==> src/rtl/reset_sequencer.sv <==
// Releases a chain of downstream block resets one stage at a time once each
// stage reports ready. Define RSTSEQ_TIMEOUT_EN to enable per-stage timeout and the sticky fault.
module reset_sequencer #(
  parameter int N_STAGES    = 3,
  parameter int HOLD_CYCLES = 16,
  parameter int TIMEOUT     = 1024
) (
  input  logic                pclk,
  input  logic                rst,
  input  logic [N_STAGES-1:0] stage_ready,
  output logic [N_STAGES-1:0] stage_rst,
  output logic                all_ready,
  output logic                fault,
  output logic [2:0]          fault_stage
);

  localparam int MAX_CNT = (HOLD_CYCLES > TIMEOUT) ? HOLD_CYCLES : TIMEOUT;
  localparam int CW      = $clog2(MAX_CNT) + 1;
  localparam logic [CW-1:0] HOLD_LAST = CW'(HOLD_CYCLES - 1);
  localparam logic [2:0]    LAST_IDX  = 3'(N_STAGES - 1);
`ifdef RSTSEQ_TIMEOUT_EN
  localparam logic [CW-1:0] TO_LAST   = CW'(TIMEOUT - 1);
`endif

  typedef enum logic [1:0] {
    S_HOLD  = 2'd0,
    S_WAIT  = 2'd1,
`ifdef RSTSEQ_TIMEOUT_EN
    S_FAULT = 2'd3,
`endif
    S_DONE  = 2'd2
  } state_t;

  state_t              r_state;
  logic [CW-1:0]       r_cnt;
  logic [2:0]          r_idx;
  logic [N_STAGES-1:0] r_stage_rst;
  logic                r_all_ready;
  logic                w_cur_ready;
  logic                w_drop_wait;
  logic                w_drop_done;

  // Ready of the stage being waited on, and dropouts among already-released stages
  always_comb begin
    w_cur_ready = 1'b0;
    w_drop_wait = 1'b0;
    for (int j = 0; j < N_STAGES; j++) begin
      w_cur_ready = w_cur_ready | ((3'(j) == r_idx) & stage_ready[j]);
      w_drop_wait = w_drop_wait | ((3'(j) < r_idx) & ~stage_ready[j]);
    end
    w_drop_done = ~(&stage_ready);
  end

`ifdef RSTSEQ_TIMEOUT_EN
  logic       r_fault;
  logic [2:0] r_fault_stage;
  assign fault       = r_fault;
  assign fault_stage = r_fault_stage;
`else
  assign fault       = 1'b0;
  assign fault_stage = 3'd0;
`endif

  assign stage_rst = r_stage_rst;
  assign all_ready = r_all_ready;

  // Sequencer FSM; a dropout restart takes priority over advance and timeout
  always_ff @(posedge pclk or posedge rst) begin
    if (rst) begin
      r_state       <= S_HOLD;
      r_cnt         <= '0;
      r_idx         <= 3'd0;
      r_stage_rst   <= '1;
      r_all_ready   <= 1'b0;
`ifdef RSTSEQ_TIMEOUT_EN
      r_fault       <= 1'b0;
      r_fault_stage <= 3'd0;
`endif
    end else begin
      case (r_state)
        S_HOLD: begin
          if (r_cnt == HOLD_LAST) begin
            r_state     <= S_WAIT;
            r_cnt       <= '0;
            r_idx       <= 3'd0;
            r_stage_rst <= r_stage_rst << 1'b1;
          end else begin
            r_cnt <= r_cnt + CW'(1);
          end
        end
        S_WAIT: begin
          if (w_drop_wait) begin
            r_state     <= S_HOLD;
            r_cnt       <= '0;
            r_idx       <= 3'd0;
            r_stage_rst <= '1;
            r_all_ready <= 1'b0;
          end else if (w_cur_ready) begin
            r_cnt <= '0;
            if (r_idx == LAST_IDX) begin
              r_state     <= S_DONE;
              r_all_ready <= 1'b1;
            end else begin
              r_idx       <= r_idx + 3'd1;
              r_stage_rst <= r_stage_rst << 1'b1;
            end
`ifdef RSTSEQ_TIMEOUT_EN
          end else if (r_cnt == TO_LAST) begin
            r_state       <= S_FAULT;
            r_stage_rst   <= '1;
            r_fault       <= 1'b1;
            r_fault_stage <= r_idx;
          end else begin
            r_cnt <= r_cnt + CW'(1);
          end
`else
          end else begin
            r_cnt <= r_cnt;
          end
`endif
        end
        S_DONE: begin
          if (w_drop_done) begin
            r_state     <= S_HOLD;
            r_cnt       <= '0;
            r_idx       <= 3'd0;
            r_stage_rst <= '1;
            r_all_ready <= 1'b0;
          end else begin
            r_state <= S_DONE;
          end
        end
`ifdef RSTSEQ_TIMEOUT_EN
        S_FAULT: begin
          r_state <= S_FAULT;
        end
`endif
        default: begin
          r_state     <= S_HOLD;
          r_cnt       <= '0;
          r_idx       <= 3'd0;
          r_stage_rst <= '1;
          r_all_ready <= 1'b0;
        end
      endcase
    end
  end

endmodule

==> config.mk <==
export PLATFORM = sky130hd
export DESIGN_NAME = reset_sequencer
export DESIGN_NICKNAME = d
export VERILOG_FILES = /design/src/rtl/reset_sequencer.sv
export SDC_FILE = /design/constraint.sdc
export NUM_CORES = 1
export LEC_CHECK = 0
export ABC_AREA = 1
export BUFFER_PORTS_ARGS = -buffer_cell sky130_fd_sc_hd__buf_4
export CAP_MARGIN = 30
export CORE_ASPECT_RATIO = 0.75
export CORE_MARGIN = 2
export CORE_UTILIZATION = 50
export CTS_CLUSTER_DIAMETER = 30
export DETAILED_ROUTE_END_ITERATION = 7
export PLACE_DENSITY = 0.69
export SYNTH_ARGS = -nofsm -noshare
export SYNTH_HDL_FRONTEND = slang
export SYNTH_SLANG_ARGS = --single-unit
==> constraint.sdc <==
create_clock -name pclk -period 2.15 [get_ports pclk]
set_clock_uncertainty 0.15 [all_clocks]
set_input_delay 0.3225 -clock pclk [delete_from_list [all_inputs] [get_ports pclk]]
set_output_delay 0.3225 -clock pclk [all_outputs]
set_load 0.03 [all_outputs]
==> results.md, run 1 <==
* Sink Count at 20
* Core Region at 2380 µm²
* Yosys reg bits at 20
* Die width at 63.0 µm
* Met3 GRT Util at 5.54%
* Post-synthesis adder-cell area fraction at 3.84%
* Primary FF master, synth: dfrtp_1
* Root Buffer: clkbuf_4
* Worst R2R Start: r_idx[0]
* R2r setup slk at 0.32 ns
* CP Launch Type: flop
* Gpl congestion at 0.902
* Inserted Clock Buffers at 3
* LEAKAGE at 0.774 nW
* Final Hold Viols at 16
* Synth warn at 0
* Mapped Avg Cell Area at 7.24 µm²
* Area grow syn2layout at 10.7%
* Met2 Use GR at 29.1%
* Register-to-Register Path Depth at 11
* Vias in the first global route at 987
* Syn Inst Count at 180
* Detail Route Antenna Nets at 0
* CTS tree: done
* Initial Utilization at 54.7%
* Gr ovfl total at 0
* Most frequent cell after synthesis: nand2_1
* Setup violators final at 0
* Cell taking the most area after synthesis: dfrtp_1
* DP Area at 1390 µm²
* Mux cell area share after synthesis at 0%
* Top-area cell type share of the netlist area at 32.6%
* Final Critical Period at 1.83 ns
* Wire per inst at 11.3 µm
* Reg area at 504 µm²
* Main combinational cell family by area after synthesis: simple AND/OR/NAND/NOR gates
* Setup Fix Bufs, Post-CTS at 0
* Post-synthesis simple-gate area fraction at 41.4%
* Outcome: finished with violations
* GR Util met1 at 26.8%
* Final core occ at 60.6%
* Synth Cell Area at 1300 µm²
* Hold_ws at -0.0127 ns
* Worst R2R End: all_ready
* Setup TNS at 0 ns
* Grt peak-use layer: met2
* Layout cells sized above 1 at 15.7%
* N_diodes at 0
* Relative slew slack at 49.4%
* Post-synth EDFFs at 0
* Post-Route WL at 2.55 mm
* Layout fillers at 224
* Top cells by count, synth: nand2_1, inv_1, nand3_1
* Post-synth ARST share at 100%
* Max VDD drop at 0.826 mV
* Ports at 13
* Worst-Skew Late Latency at 0.30 ns
* Post-CTS sizing at 0
* Slew @ Worst Pin at 0.759 ns
* Compound-Gate Fraction of Synth Area at 5.37%
* Full die area at 3040 µm²
* Post-synthesis xor/xnor area fraction at 0.672%
* Largest net degree at the start of global routing at 21
* Max cap viols at 0
* Initial antenna violation count at 0
* Final net count at 201
* Cell area after layout at 1440 µm²
* Final HPWL from detailed placement at 1.92 mm
* Residual DRC at 0
* Port-buffer cells at 8
* Global-route wire length before repair at 4.35 mm
* Vias/cell at 4.99
* Area taken by multi-input logic gates at 683 µm²
* CTS Hold Bufs at 0
* First-pass DRT Iterations at 4
* Max Slew Vio Count at 0
* Worst-path clk slew at 0.12 ns
* Initial DRC Count at 47
* Critical path arrival at 1.89 ns
* WS Path Type: flop to flop
* Vias at 1123
* Hold Crit Class: input pin to async pin
* PwrDens at 1240 nW/µm²
* Req. time, crit path at 2.20 ns
* H-tree depth at 1
* Kind of end point of the critical path: flop
* Fin crit share at 85.1%
* Failing checks: hold timing
* RSZ-0062 raised after global routing: false
* Sequential fraction of the synthesis area at 38.7%
* Cell variety after synth at 29
* Clock buffer depth at 2
* Die height at 48.2 µm
* Row count at 15
* Crit path max fanout at 6
* Top cells by area in the synthesized netlist: dfrtp_1, nand2_1, nand3_1, inv_1, dfstp_2
* Tot GR Track Use at 18.9%
* Max frequency at 546 MHz
[worst max-delay path by stage]
stage / from / end / slack (ns) / cells after the start
5_1_grt: r_idx[0] / all_ready / 0.10 / 11
3_5_place_dp: r_idx[0] / all_ready / 0.34 / 11
2_1_floorplan: r_idx[0] / all_ready / 0.51 / 11
6_report: r_idx[0] / all_ready / 0.32 / 11
4_1_cts: r_idx[0] / all_ready / 0.31 / 11
3_3_place_gp: r_idx[0] / all_ready / 0.37 / 11
[cell families (layout without fill, tap and decap cells)]
family | Yosys count | after routing
compound gates | 12 | 12
other cells | 1 | 4
flops | 20 | 20
simple gates | 112 | 112
xor+xnor | 1 | 1
buf+inv | 30 | 38
fa+ha+maj | 4 | 4
[cell type report]
type	instances	area share [%]
inverter	25	6.50
multi-input combinational	133	47.3
clock inverter	1	2.08
timing repair buffer	9	4.68
clock buffer	3	1.56
sequential	20	34.9
tap	34	2.95
[registers in the layout, summed over array words and instances (netlist names)]
| name | cells |
|---|---|
| stage_rst | 3 |
| r_cnt | 11 |
| r_state | 2 |
| all_ready | 1 |
| r_idx | 3 |
[worst max-delay path: stages, from the launching register on]
cell and delay, ns:
dfrtp_1 0.46, inv_1 0.12, ha_1 0.15, inv_1 0.04
nor2_1 0.14, nand2_1 0.09, nand3_2 0.12, nor2_4 0.06
nor2_2 0.21, nand2_1 0.09, nand2_1 0.06, nand2_1 0.04
[through the flow]
stage	worst slack, ns	total power [mW]	hold slack, ns	instances
finish	0.319	1.79	-0.0127	225
global route	0.103	1.95	0.0466	225
CTS	0.310	1.81	0.0162	225
detailed placement	0.336	1.49	0.313	221
global placement	0.371	1.48	0.308	221
floorplan	0.511	1.28	0.134	183
[layout by cell type (no fill, tap or decap), types with 3 or more instances in the layout]
| cell type | instances |
|---|---|
| nor2_2 | 3 |
| nor3_1 | 3 |
| nor2_4 | 3 |
| nand4_1 | 4 |
| buf_4 | 9 |
| o21ai_1 | 4 |
| o21ai_0 | 5 |
| nor2_1 | 14 |
| nand3b_1 | 3 |
| ha_1 | 4 |
| dfrtp_1 | 17 |
| nand3_1 | 20 |
| clkbuf_4 | 3 |
| conb_1 | 4 |
| inv_1 | 24 |
| nand2_1 | 55 |
| dfstp_2 | 3 |
[report_power, final]
group / total [mW] / switching (mW) / internal [mW]
logic: 0.909 / 0.597 / 0.311
clock network: 0.312 / 0.123 / 0.188
registers: 0.569 / 0.0855 / 0.483
[per-layer routing]
metal | share of wire [%] | vias to the layer above | routed length, µm
li1 | - | 590 | -
met1 | 52 | 497 | 1320
met2 | 41 | 32 | 1060
met3 | 6.3 | 4 | 161
met4 | 0.51 | 0 | 13
met5 | 0 | - | 0
(Power assumes the default switching activity.)
==> inputs of run 2 (changes only) <==
--- a/config.mk
+++ b/config.mk
@@ -14,6 +14,8 @@
 export CTS_CLUSTER_DIAMETER = 30
 export DETAILED_ROUTE_END_ITERATION = 7
 export PLACE_DENSITY = 0.69
+export RECOVER_POWER = 25
+export SETUP_SLACK_MARGIN = 0.3
 export SYNTH_ARGS = -nofsm -noshare
 export SYNTH_HDL_FRONTEND = slang
 export SYNTH_SLANG_ARGS = --single-unit
==> run 2 against run 1 <==
Compared with the run above: power increased by 3.8%; first-iteration DRC count fell by 8.5%; clock power hardly changed; sequential share of layout area shrank 0.66 points; register-to-register slack better by 0.10 ns; combinational power increased by 7.8%; largest cell class unchanged; the run still ends with hold timing left; final cell count grew 1.3%.
==> results.md, run 2 (same netlist as run 1, synthesis figures left out) <==
* H-tree depth at 1 (unchanged)
* Kind of end point of the critical path: flop
* Die width at 63.0 µm (unchanged)
* Critical path arrival at 1.83 ns (-0.06 ns)
* Cell area after layout at 1480 µm² (+2.2%)
* Full die area at 3040 µm² (unchanged)
* WS Path Type: flop to flop
* Clock buffer depth at 2 (unchanged)
* Initial DRC Count at 43 (-8.5%)
* Core Region at 2380 µm² (unchanged)
* Detail Route Antenna Nets at 0 (unchanged)
* Worst setup startpoint: r_idx[0]
* Final Hold Viols at 17 (+1)
* CTS tree: done
* LEAKAGE at 0.788 nW (+1.9%)
* Worst R2R End: stage_rst[0]
* Wire per inst at 11.4 µm (+0.85%)
* Max cap viols at 0 (unchanged)
* N_diodes at 0 (unchanged)
* PwrDens at 1260 nW/µm² (+1.6%)
* Setup violators final at 0 (unchanged)
* Max reg flops at 11 (unchanged)
* Hold Crit Class: input pin to async pin
* Area grow syn2layout at 13.1%
* Initial Utilization at 54.7% (unchanged)
* CP Launch Type: flop
* Gr ovfl total at 0 (unchanged)
* Most common cell after layout, fill and taps aside: nand2_1
* DP Area at 1390 µm² (unchanged)
* Global-route wire length before repair at 4.35 mm (unchanged)
* CP Cell Sequence: inv_2 -> ha_1 -> inv_1 -> nor2_2 -> nand2_1 -> nand3_2 -> nor2_4 -> nor2_4 -> buf_4 -> nand3_1 -> nand2_1
* Final core occ at 61.9% (+1.3 points)
* Outcome: finished with violations
* CP max-delay cell: dfrtp_2
* Inserted Clock Buffers at 3 (unchanged)
* Initial antenna violation count at 0 (unchanged)
* Vias in the first global route at 987 (unchanged)
* Die height at 48.2 µm (unchanged)
* Largest net degree at the start of global routing at 21 (unchanged)
* Relative slew slack at 49.6% (+0.20 points)
* First-pass DRT Iterations at 4 (unchanged)
* Crit path max fanout at 5 (-1)
* Root Buffer: clkbuf_4
* Post-Route WL at 2.61 mm (+2.2%)
* Residual DRC at 0 (unchanged)
* Slew @ Worst Pin at 0.755 ns (-0.00305 ns)
* Ports at 13 (unchanged)
* CTS Hold Bufs at 0 (unchanged)
* Final HPWL from detailed placement at 1.92 mm (unchanged)
* Setup TNS at 0 ns (unchanged)
* Worst-path clk slew at 0.12 ns (about the same)
* Row count at 15 (unchanged)
* Layout cells sized above 1 at 18.6% (+2.8 points)
* Req. time, crit path at 2.26 ns (+0.06 ns)
* Worst R2R Start: r_idx[0]
* Reg with most FFs: r_cnt
* Vias/cell at 5.04 (+0.97%)
* Port-buffer cells at 8 (unchanged)
* Vias at 1149 (+2.3%)
* Register-to-Register Path Depth at 11 (unchanged)
* Max frequency at 579 MHz (+6.0%)
* Worst-Skew Late Latency at 0.30 ns (about the same)
* R2r setup slk at 0.42 ns (+0.10 ns)
* Final net count at 204 (+1.5%)
* Fin crit share at 80.3% (-4.8 points)
* Hold_ws at -0.0135 ns (-0.000759 ns)
* Tot GR Track Use at 18.9% (unchanged)
* Gpl congestion at 0.902 (unchanged)
* Final Critical Period at 1.73 ns (-0.104 ns)
* Max VDD drop at 0.870 mV (+5.3%)
* RSZ-0062 raised after global routing: false
* Sink Count at 20 (unchanged)
* Max Slew Vio Count at 0 (unchanged)
* Crit-path max cell delay at 0.44 ns (-0.02 ns)
* Failing checks: hold timing
* Most frequent cells in the layout: nand2_1, inv_1, nand3_1, dfrtp_1, nor2_1
-- run 2: cell count changes in the layout (fill, tap and decap cells not counted) --
cell and change:
inv_2 +1, inv_1 -1, dfrtp_2 +1, clkbuf_4 +1
dfrtp_1 -1, nor2_1 -1, buf_4 +2, nor2_4 +1
-- run 2: timing repair --
item                                    in CTS  in global routing
endpoints found under the setup margin       0                 20
resized for setup                            0                  4
setup buffers                                0                  3
-- run 2: critical path: cells and delay by family (launching register included) --
kind,cells,cell delay [ns]
flops,1,0.44
simple gates,7,0.71
fa+ha+maj,1,0.14
buf+inv,3,0.25
-- run 2: metrics by stage --
stage	cells	power (mW)	setup slack [ns]
global route	228	2.02	0.289
global placement	221	1.48	0.371
floorplan	183	1.28	0.511
finish	228	1.86	0.423
detailed placement	221	1.49	0.336
CTS	225	1.81	0.310
-- run 2: report_power, final --
group | internal (mW) | switching [mW] | leakage [nW]
clock network | 0.188 | 0.124 | 0.0279
logic | 0.355 | 0.625 | 0.500
registers | 0.485 | 0.0794 | 0.260
-- run 2: area by class of cell --
class	instances	area, µm²
clock buffers	3	22.5
inverters	25	93.8
fillers	214	908
clock inverters	1	30.0
repair buffers	12	90.1
flip-flops and latches	20	505
well taps	34	42.5
multi-input cells	133	691
-- run 2: per-layer routing --
metal	vias up	track usage, %	share of wire (%)
met3	2	5.54	5.1
li1	596	-	-
met5	-	0	0
met4	0	4.00	0.42
met2	32	29.1	42
met1	519	26.8	53
-- run 2: worst max-delay path by stage --
stage	end	slack, ns	depth (start not counted)
final	stage_rst[0]	0.42	11
after global routing	r_idx[2]	0.29	11
after CTS	all_ready	0.31	11
after detailed placement	all_ready	0.34	11
after global placement	all_ready	0.37	11
after floorplan	all_ready	0.51	11
==> inputs of run 3 (changes only) <==
--- a/config.mk
+++ b/config.mk
@@ -5,7 +5,7 @@
 export SDC_FILE = /design/constraint.sdc
 export NUM_CORES = 1
 export LEC_CHECK = 0
-export ABC_AREA = 1
+export ABC_AREA = 0
 export BUFFER_PORTS_ARGS = -buffer_cell sky130_fd_sc_hd__buf_4
 export CAP_MARGIN = 30
 export CORE_ASPECT_RATIO = 0.75
@@ -13,7 +13,7 @@
 export CORE_UTILIZATION = 50
 export CTS_CLUSTER_DIAMETER = 30
 export DETAILED_ROUTE_END_ITERATION = 7
-export PLACE_DENSITY = 0.69
+export PLACE_DENSITY = 0.7
 export RECOVER_POWER = 25
 export SETUP_SLACK_MARGIN = 0.3
 export SYNTH_ARGS = -nofsm -noshare
==> constraint.sdc (replaced) <==
create_clock -name pclk -period 1.8 [get_ports pclk]
set_clock_uncertainty 0.15 [all_clocks]
set_input_delay 0.27 -clock pclk [delete_from_list [all_inputs] [get_ports pclk]]
set_output_delay 0.27 -clock pclk [all_outputs]
set_load 0.03 [all_outputs]
==> run 3 against run 2 <==
Compared with the run above: the flow finishes with violations (setup timing); fmax fell by 12%; global-route usage rose by 2.3 points; combinational power rose by 100%; sequential power rose by 22%; clock-buffer cell count did not move; non-clock buffer count rose by 36; sequential share of layout area fell by 6.0 points; final area rose by 21%; power rose by 63%; die area fell by 9.1%; setup slack got worse by 0.57 ns; synthesized area fell by 9.8%; critical path type unchanged.
==> results.md, run 3 <==
* Crit-path max cell delay at 0.42 ns (-0.02 ns)
* Cell depth of the worst setup path at 7 (-4)
* PwrDens at 1700 nW/µm² (+35%)
* Reg with most FFs: r_cnt
* Most common cell after layout, fill and taps aside: buf_4
* Register share of total power at 22.6% (-7.8 points)
* Yosys reg bits at 20 (unchanged)
* Post-synth EDFFs at 0 (unchanged)
* Top cells by count, synth: o21ai_0, dfrtp_1, nor2_1
* Setup violators final at 19 (+19)
* H-tree depth at 1 (unchanged)
* CTS tree: done
* Final Critical Period at 1.95 ns (+0.224 ns)
* Register-to-Register Path Depth at 7 (-4)
* Initial Utilization at 51.8% (-2.9 points)
* Max reg flops at 11 (unchanged)
* Gr ovfl total at 0 (unchanged)
* Die height at 46 µm (-4.6%)
* Primary FF master, synth: dfrtp_1
* Grt peak-use layer: met2
* Critical path buffers and inverters at 2 (-1)
* Cell area after layout at 1780 µm² (+21%)
* Synth Cell Area at 1180 µm² (-9.8%)
* Wire per inst at 14.5 µm (+27%)
* N_diodes at 0 (unchanged)
* Clock buffer depth at 2 (unchanged)
* RSZ-0062 raised after global routing: true
* Setup TNS at -1.87 ns (-1.87 ns)
* Met2 Use GR at 32.8% (+3.7 points)
* Final Hold Viols at 0 (-17)
* Full die area at 2760 µm² (-9.1%)
* Failing checks: setup timing
* Max Slew Vio Count at 0 (unchanged)
* Met3 GRT Util at 5.11% (-0.43 points)
* Combinational share of power at 65.0% (+12 points)
* Mapped Avg Cell Area at 9.19 µm² (+27%)
* Hold_ws at 0.228 ns (+0.241 ns)
* Gpl congestion at 0.843 (-6.6%)
* Core Region at 2270 µm² (-4.7%)
* Internal power at 1.77 mW (+72%)
* DP Area at 1500 µm² (+7.8%)
* CP Launch Type: flop
* CP Cell Sequence: inv_2 -> a41oi_2 -> a211o_4 -> o21ai_4 -> nor2_4 -> buf_6 -> mux2i_2
* Detail Route Antenna Nets at 0 (unchanged)
* Initial antenna violation count at 0 (unchanged)
* Req. time, crit path at 1.90 ns (-0.36 ns)
* Worst-Skew Late Latency at 0.32 ns (+0.02 ns)
* R2r setup slk at -0.15 ns (-0.57 ns)
* Post-synth ARST share at 100% (unchanged)
* Net Sw Frac at 41.7% (-3.0 points)
* Fin crit share at 108% (+28 points)
* Port-buffer cells at 8 (unchanged)
* Initial DRC Count at 26 (-40%)
* Top-area cell type share of the netlist area at 36.2% (+3.5 points)
* Tot Pwr at 3.03 mW (+63%)
* First-pass DRT Iterations at 4 (unchanged)
* GR Util met1 at 29.2% (+2.4 points)
* Hold Crit Class: input pin to flop
* Vias at 1152 (+0.26%)
* Total net switching power at 1.26 mW (+52%)
* Area grow syn2layout at 51.5%
* Syn Inst Count at 128 (-29%)
* CP max-delay cell: dfrtp_1
* Most frequent cell after synthesis: o21ai_0
* Layout cells sized above 1 at 50.3% (+32 points)
* Cell taking the most area after synthesis: dfrtp_1
* Outcome: finished with violations
* Ports at 13 (unchanged)
* Critical path arrival at 2.05 ns (+0.22 ns)
* Vias/cell at 5.46 (+8.3%)
* Root Buffer: clkbuf_4
* Worst-path clk slew at 0.13 ns (about the same)
* Row count at 15 (unchanged)
* Global-route wire length before repair at 4.20 mm (-3.3%)
* Final net count at 187 (-8.3%)
* Pre-CTS setup slack at -0.120 ns (-0.456 ns)
* Sink Count at 20 (unchanged)
* Most frequent cells in the layout: buf_4, dfrtp_1, nor2_1, o21ai_2, o21ai_1
* Largest net degree at the start of global routing at 21 (unchanged)
* Die width at 60.0 µm (-4.7%)
* Hold Path Depth at 4
* Vias in the first global route at 956 (-3.1%)
* Inserted Clock Buffers at 3 (unchanged)
* Max frequency at 513 MHz (-12%)
* Sequential fraction of the synthesis area at 42.9% (+4.2 points)
* Tot GR Track Use at 21.2% (+2.3 points)
* Post-Route WL at 3.06 mm (+17%)
* Residual DRC at 0 (unchanged)
* Kind of end point of the critical path: flop
* Synth warn at 0 (unchanged)
* Clock power share at 12.4% (-4.4 points)
* Final HPWL from detailed placement at 1.95 mm (+1.2%)
* Cell variety after synth at 37 (+28%)
* LEAKAGE at 0.819 nW (+4.0%)
* Crit path max fanout at 6 (+1)
* Max cap viols at 0 (unchanged)
* Post-route setup slack at -0.151 ns (-0.574 ns)
* Top cells by area in the synthesized netlist: dfrtp_1, o21ai_0, dfstp_2, ha_1, nor2_1
* CP top delay family: compound AO/OA/AOI/OAI gates
* WS Path Type: flop to flop
* Max VDD drop at 0.791 mV (-9.1%)
run 3: metal layers:
metal | up-vias | wire, µm
li1 | 558 | -
met1 | 559 | 1400
met2 | 29 | 1470
met3 | 6 | 162
met4 | 0 | 35
met5 | - | 0
run 3: logic make-up after synthesis:
family                     share of synthesized area, %
adders and majority gates                          4.26
DFF                                                42.9
and+or+nand+nor                                    18.2
buffers and inverters                              6.38
xor gates and xnor gates                           1.49
muxes                                              2.13
other                                             0.319
AOI/OAI and AO/OA                                  24.4
run 3: worst min-delay path: cells and delay by family:
family	cells	cell delay (ns)
AO/OA/AOI/OAI	2	0.18
buffers and inverters	2	0.20
run 3: area by class of cell:
class	count	area (µm²)
multi-input combinational	97	766
sequential	20	504
fill	144	489
timing repair buffer	48	387
tap	34	42.5
clock inverter	1	30.0
inverter	8	30.0
clock buffer	3	22.5
run 3: power by group through the flow:
stage | combinational (mW) | clock (mW) | sequential (mW)
finish | 1.97 | 0.375 | 0.686
global route | 2.12 | 0.397 | 0.697
CTS | 1.58 | 0.384 | 0.671
detailed placement | 1.39 | 0 | 0.683
global placement | 1.36 | 0 | 0.676
floorplan | 0.789 | 0 | 0.775
run 3: through the flow:
step / instances / util [%]
after global routing: 211 / 78.5
after global placement: 196 / 66.1
after CTS: 207 / 72.6
after floorplan: 131 / -
final: 211 / 78.5
after detailed placement: 196 / 66.1
run 3: repair_timing:
item,CTS,global route
gates resized for setup,15,32
pin swaps,10,9
hold buffers,1,0
hold endpoints to repair,17,0
setup buffers,6,4
setup endpoints to repair,20,21
run 3: worst paths after layout:
kind	start	end
setup / recovery	r_idx[0]	stage_rst[1]
hold / removal	stage_ready[2]	r_state[1]
setup reg to reg	r_idx[0]	stage_rst[1]
hold reg to reg	r_state[1]	r_state[0]
max in group asynchronous	rst	stage_rst[1]
min in group asynchronous	rst	r_cnt[10]
